`src/rtl/bound_flasher_gen.sv`:
```
// Parametrised thermometer-bar flasher: three sweeps per flick, with kick-back at the P1/P2 peaks.
// Defining BOUND_FLASHER_PAUSE_EN adds a pause input that freezes the prescaler and the pattern.
module bound_flasher_gen #(
  parameter int N_LED    = 16,
  parameter int P1       = 5,
  parameter int P2       = 10,
  parameter int FLOOR    = 4,
  parameter int TICK_DIV = 1
) (
  input  logic             clk,
  input  logic             rst_n,
  input  logic             flick,
`ifdef BOUND_FLASHER_PAUSE_EN
  input  logic             pause,
`endif
  output logic [N_LED-1:0] led,
  output logic             busy,
  output logic [2:0]       phase
);

  localparam int LW = $clog2(N_LED) + 1;

  typedef enum logic [2:0] {
    IDLE = 3'd0,
    UP1  = 3'd1,
    DN1  = 3'd2,
    UP2  = 3'd3,
    DN2  = 3'd4,
    UP3  = 3'd5,
    DN3  = 3'd6
  } phase_e;

  localparam logic signed [LW-1:0] LVL_NONE  = '1;
  localparam logic signed [LW-1:0] LVL_ZERO  = '0;
  localparam logic signed [LW-1:0] LVL_ONE   = LW'(1);
  localparam logic signed [LW-1:0] LVL_P1    = LW'(P1);
  localparam logic signed [LW-1:0] LVL_P2    = LW'(P2);
  localparam logic signed [LW-1:0] LVL_FLOOR = LW'(FLOOR);
  localparam logic signed [LW-1:0] LVL_TOP   = LW'(N_LED - 1);
  localparam logic [15:0]          DIV_TOP   = 16'(TICK_DIV - 1);

  if (N_LED < 4 || N_LED > 64 || TICK_DIV < 1 || TICK_DIV > 65535 ||
      FLOOR < 0 || FLOOR >= P1 || P1 >= P2 || P2 >= N_LED - 1) begin : g_bad_cfg
    $error("bound_flasher_gen: illegal parameter set");
  end

  logic                 pause_s;
  logic                 step_s;
  logic                 kick_s;
  logic [15:0]          cnt_q, cnt_d;
  logic signed [LW-1:0] lvl_q, lvl_d;
  phase_e               phase_q, phase_d;
  logic [N_LED-1:0]     led_s;

`ifdef BOUND_FLASHER_PAUSE_EN
  assign pause_s = pause;
`else
  assign pause_s = 1'b0;
`endif

  // Free-running prescaler; frozen only while paused
  always_comb begin
    cnt_d  = cnt_q;
    step_s = 1'b0;
    if (pause_s) begin
      cnt_d = cnt_q;
    end else if (cnt_q == DIV_TOP) begin
      cnt_d  = 16'd0;
      step_s = 1'b1;
    end else begin
      cnt_d = cnt_q + 16'd1;
    end
  end

  assign kick_s = flick && ((lvl_q == LVL_P1) || (lvl_q == LVL_P2));

  // Sweep sequencing; an illegal phase recovers to IDLE without waiting for a step
  always_comb begin
    lvl_d   = lvl_q;
    phase_d = phase_q;
    case (phase_q)
      IDLE: begin
        if (step_s && flick) begin
          lvl_d   = LVL_ZERO;
          phase_d = UP1;
        end else begin
          lvl_d   = lvl_q;
        end
      end
      UP1: begin
        if (!step_s) begin
          lvl_d = lvl_q;
        end else if (lvl_q < LVL_P1) begin
          lvl_d = lvl_q + LVL_ONE;
        end else begin
          lvl_d   = lvl_q - LVL_ONE;
          phase_d = DN1;
        end
      end
      DN1: begin
        if (!step_s) begin
          lvl_d = lvl_q;
        end else if (lvl_q >= LVL_ZERO) begin
          lvl_d = lvl_q - LVL_ONE;
        end else begin
          lvl_d   = LVL_ZERO;
          phase_d = UP2;
        end
      end
      UP2: begin
        if (!step_s) begin
          lvl_d = lvl_q;
        end else if (kick_s) begin
          lvl_d   = lvl_q - LVL_ONE;
          phase_d = DN1;
        end else if (lvl_q == LVL_P2) begin
          lvl_d   = lvl_q - LVL_ONE;
          phase_d = DN2;
        end else begin
          lvl_d = lvl_q + LVL_ONE;
        end
      end
      DN2: begin
        if (!step_s) begin
          lvl_d = lvl_q;
        end else if (lvl_q > LVL_FLOOR) begin
          lvl_d = lvl_q - LVL_ONE;
        end else begin
          lvl_d   = lvl_q + LVL_ONE;
          phase_d = UP3;
        end
      end
      UP3: begin
        if (!step_s) begin
          lvl_d = lvl_q;
        end else if (kick_s) begin
          lvl_d   = lvl_q - LVL_ONE;
          phase_d = DN2;
        end else if (lvl_q == LVL_TOP) begin
          lvl_d   = lvl_q - LVL_ONE;
          phase_d = DN3;
        end else begin
          lvl_d = lvl_q + LVL_ONE;
        end
      end
      DN3: begin
        if (!step_s) begin
          lvl_d = lvl_q;
        end else if (lvl_q > LVL_ZERO) begin
          lvl_d = lvl_q - LVL_ONE;
        end else begin
          lvl_d   = LVL_NONE;
          phase_d = IDLE;
        end
      end
      default: begin
        lvl_d   = LVL_NONE;
        phase_d = IDLE;
      end
    endcase
  end

  // State registers
  always_ff @(posedge clk or negedge rst_n) begin
    if (!rst_n) begin
      cnt_q   <= 16'd0;
      lvl_q   <= LVL_NONE;
      phase_q <= IDLE;
    end else begin
      cnt_q   <= cnt_d;
      lvl_q   <= lvl_d;
      phase_q <= phase_d;
    end
  end

  // Thermometer decode: lamp i lit when i <= lvl, so lvl = -1 gives a dark bar
  always_comb begin
    led_s = '0;
    for (int i = 0; i < N_LED; i++) begin
      if (int'(lvl_q) >= i) begin
        led_s[i] = 1'b1;
      end else begin
        led_s[i] = 1'b0;
      end
    end
  end

  assign led   = led_s;
  assign busy  = (phase_q != IDLE);
  assign phase = phase_q;

endmodule

```
`config.mk`:
```
export PLATFORM = sky130hd
export DESIGN_NAME = bound_flasher_gen
export DESIGN_NICKNAME = d
export VERILOG_FILES = /design/src/rtl/bound_flasher_gen.sv
export SDC_FILE = /design/constraint.sdc
export NUM_CORES = 1
export LEC_CHECK = 0
export BUFFER_PORTS_ARGS = -buffer_cell sky130_fd_sc_hd__buf_2
export CAP_MARGIN = 0
export CELL_PAD_IN_SITES_DETAIL_PLACEMENT = 1
export CELL_PAD_IN_SITES_GLOBAL_PLACEMENT = 1
export CORE_ASPECT_RATIO = 0.5
export CORE_MARGIN = 3
export CORE_UTILIZATION = 40
export DETAILED_ROUTE_END_ITERATION = 10
export GPL_ROUTABILITY_DRIVEN = 1
export PLACE_DENSITY = 0.8
export SYNTH_ARGS = -nofsm -noshare
export SYNTH_HDL_FRONTEND = slang
export SYNTH_SLANG_ARGS = --single-unit
```
`constraint.sdc`:
```
create_clock -name clk -period 3.3 [get_ports clk]
set_input_delay 0.33 -clock clk [delete_from_list [all_inputs] [get_ports clk]]
set_output_delay 0.33 -clock clk [all_outputs]
set_load 0.05 [all_outputs]
```
**After elaboration in Yosys (flattened, before gate mapping)**

Cells that the tools add are included.
W data, S select, Z words.

- Flip-flop bits (word level): 24

- Add/sub/neg operators: 3
- $lt $le $gt $ge: 20
- Eq/ne operators: 22
- Mux-type cells: 50
- Reductions and logical operators: 8

Operator list:

| kind | number |
|---|---|
| $mux W5 | 15 |
| $mux W3 | 15 |
| $ge A5 B5 Y1 const B | 8 |
| $pmux W5 S7 | 1 |
| $ne A2 B2 Y1 const B | 11 |
| $pmux W3 S7 | 1 |
| $ge A5 B4 Y1 const B | 4 |
| $mux W1 | 17 |
| $add A16 B1 Y16 const B | 1 |
| $logic_not A16 Y1 | 1 |
| $mux W16 | 1 |
| $reduce_and A13 Y1 | 1 |
| $eq A5 B5 Y1 const B | 2 |
| $ge A5 B1 Y1 const B | 2 |
| $ge A5 B3 Y1 const B | 2 |
| $eq A3 B3 Y1 const B | 3 |
| $reduce_and A7 Y1 | 1 |
| $eq A3 B2 Y1 const B | 2 |
| $ne A3 B3 Y1 const B | 2 |
| $add A5 B2 Y5 const B | 1 |
| $eq A5 B4 Y1 const B | 1 |
| $ge A5 B2 Y1 const B | 1 |
| $gt A5 B1 Y1 const B | 1 |
| $gt A5 B4 Y1 const B | 1 |
| other kinds (7) | 8 |

**Depth between registers and ports, before layout**

- Depth after elaboration: 6
- Depth in mapped cells: 9
- Depth with buffers taken out: 8

**Least setup slack after synthesis**

OpenSTA, ideal clock, no wires.

- Path kind: reg-to-output
- Start: register lvl_q[2]
- End: output port led[13]
- Data arrival time: 2470 ps
- Data required time: 2970 ps
- Setup slack: 500 ps
- Stages on the path, launching flop included: 6
- Path buffers: 3
- Path through: dfstp_2 -> buf_6 -> clkbuf_1 -> clkbuf_1 -> and2_1 -> nor2b_1

- Cells in the longest elaborated chain, start to end: 2

Ends and longest elaborated chain:

| item | RTL line | text |
|---|---|---|
| from (decl) | 51 | `logic signed [LW-1:0] lvl_q, lvl_d;` |
| from (signal assigned) | 171 | `lvl_q <= lvl_d;` |
| $ge A5 B5 Y1 | 180 | `if (int'(lvl_q) >= i) begin` |
| $mux W1 | 180 |  |
| to (decl) | 16 | `output logic [N_LED-1:0] led,` |

Every way passes these cells.

**Worst setup path after layout**

- Start: register lvl_q[1]
- End: output port led[15]

The elaborated chain is that of the path after synthesis.

==> results.json <==
{
  "r2r.worst_path.cells": 8,
  "portBuffers": 22,
  "cts_sinks": 24,
  "setup_viol": 0,
  "ctsHoldBuffers": 0,
  "synth_async_sr_flop_share_pct": 100,
  "final_cell_mix": "nor2_1, buf_2, dfrtp_1",
  "synth-edff-count": 0,
  "finalSetupTns_ns": 0,
  "clk_pin_slew_worst_paths_ns": 0.10,
  "cp-end-kind": "output pin",
  "overflow": 0,
  "cp_slowest_cell": "dfstp_2",
  "finClkSkew_ns": 0.00710,
  "track_usage_pct": 18.6,
  "io_pins": 23,
  "rr_startpoint": "lvl_q[1]$_DFFE_PN1P_",
  "syn_area_per_cell_um2": 8.56,
  "grt_pass1_wl_um": 9070,
  "critPathLaunchType": "flop",
  "dieHeight_um": 55.7,
  "layout_commonest_cell": "nor2_1",
  "required_ns": 2.97,
  "via_per_inst": 5.84,
  "post_cts_buffers": 0,
  "hold_violations": 0,
  "crit_path_max_fanout": 18,
  "hold_class": "in -> async",
  "drtAntennaViolNets": 0,
  "wirelength_um": 5230,
  "htreeDepth": 1,
  "die_w_um": 105,
  "dpl.hpwl_um": 3930,
  "fin_crit_sh_pct": 81.3,
  "fmax_mhz": 373,
  "worst_hold_slack_ns": 0.0297,
  "diodes": 0,
  "drive_gt1_share_pct": 18.4,
  "finalMaxSlewViolations": 0,
  "outcome": "finished, final reports clean",
  "place_congestion": 0.909,
  "ctsResizeCount": 0,
  "post-route-drc-count": 0,
  "cts-root-buf": "clkbuf_8",
  "cts.path.max_buffers": 2,
  "rsz0062_at_grt": "no",
  "coreArea_um2": 4570,
  "yosys_register_bits": 24,
  "final_util_pct": 46.9,
  "initial_core_util_pct": 43.3,
  "crit_type": "reg -> out",
  "ys_types": 69,
  "wl_per_cell_um": 16.9,
  "numCtsBuffers": 3,
  "syn_to_final_growth_pct": 8.35,
  "nNetsFinal": 256,
  "synth_top_cell_by_area": "dfrtp_1",
  "die_area_um2": 5880,
  "tightest_slew_ns": 0.563,
  "netlist_instances": 231,
  "synth_area_um2": 1980,
  "cp_cell_sequence": "ha_1, inv_1, nor2_1, ha_1, xnor2_1, nand2_1, buf_2",
  "clk-insertion-delay-late_ns": 0.27,
  "synth.area.top_cells": "dfrtp_1, dfstp_2, xnor2_1, ha_1, nor2_1",
  "drt_iter0_drc": 57,
  "fin_crit_ns": 2.68,
  "ys.warnings.count": 0,
  "grt_max_degree": 27,
  "drtPass1Iterations": 4,
  "drv_cap": 0,
  "cp_slowest_stage_delay_ns": 0.73,
  "rows": 17,
  "antenna_found_initial": 0,
  "r2r_setup_slack_ns": 0.80,
  "startpoint": "lvl_q[1]$_DFFE_PN1P_",
  "grt_pass1_vias": 1779,
  "synth_top_cell_area_share_pct": 24.0,
  "slew_headroom_pct": 62.4,
  "yosys_most_used_dff": "dfrtp_1",
  "vias": 1810,
  "cts_tree": "yes",
  "cp.arrival_ns": 2.35,
  "ys_seq_area_share_pct": 30.7,
  "cpMostUsedCell": "ha_1",
  "cp-endpoint": "led[15]",
  "reg2reg_to": "lvl_q[2]$_DFFE_PN1P_",
  "synth.net_count": 242
}
area by class of cell:
type	instances	area [µm²]
repair buffers	22	110
flip-flops and latches	24	607
clock buffers	4	45.0
inverters	13	50.0
fillers	581	2430
multi-input cells	181	1250
well taps	66	82.6
worst min path at each step:
stage / from / endpoint / slack [ns]
2_1_floorplan: rst_n / cnt_q[0]$_DFF_PN0_ / 0.03
3_3_place_gp: rst_n / phase[2]$_DFFE_PN0P_ / 0.35
3_5_place_dp: rst_n / phase[2]$_DFFE_PN0P_ / 0.36
4_1_cts: rst_n / phase[2]$_DFFE_PN0P_ / 0.06
5_1_grt: rst_n / cnt_q[13]$_DFF_PN0_ / 0.07
6_report: rst_n / phase[2]$_DFFE_PN0P_ / 0.03
cell usage after synthesis (6+ instances only):
master    instances
nand2_1          14
nor2_1           24
nand4_1          10
xnor2_1          15
inv_1            11
and3_1            7
a21oi_1          10
dfrtp_1          19
clkbuf_1          8
nand3_1          11
ha_1              8
o21ai_0           6
critical path, delay by kind of cell, from the launching register on:
| family | cells | cell delay (ns) |
|---|---|---|
| fa+ha+maj | 2 | 0.60 |
| simple gates | 2 | 0.25 |
| buf+inv | 2 | 0.37 |
| xor+xnor | 1 | 0.14 |
| flops | 1 | 0.73 |
state kept, by name (all words and copies together), names as in the netlist:
| signal | flops |
|---|---|
| lvl_q | 5 |
| phase | 3 |
| cnt_q | 16 |
per-layer routing:
metal | up-vias | GRT usage, % | routed length, µm
met3 | 4 | 3.36 | 238
met4 | 0 | 1.87 | 29
met5 | - | 0 | 0
met2 | 44 | 31.3 | 2480
li1 | 859 | - | -
met1 | 903 | 25.9 | 2480
through the flow:
| step | cell area (µm²) | std cells | setup slack (ns) |
|---|---|---|---|
| final | 2140 | 310 | 0.617 |
| after global routing | 2140 | 310 | 0.505 |
| after CTS | 2140 | 310 | 0.648 |
| after detailed placement | 2100 | 306 | 0.846 |
| after global placement | 2100 | 306 | 0.940 |
| after floorplan | 1980 | 231 | 0.500 |
kinds of logic (layout without fill, tap and decap cells):
group	after synthesis	after routing	share of synthesized area, %
multiplexers	1	1	0.506
buffers and inverters	26	39	6.20
adder cells (fa/ha/maj)	8	8	5.06
XOR/XNOR	20	20	8.86
AND/OR/NAND/NOR	100	100	28.9
AO/OA/AOI/OAI	52	52	19.8
flip-flops	24	24	30.7
Power is not shown: default switching activity piles up to over one toggle a cycle in this logic, so the estimate is an artifact.
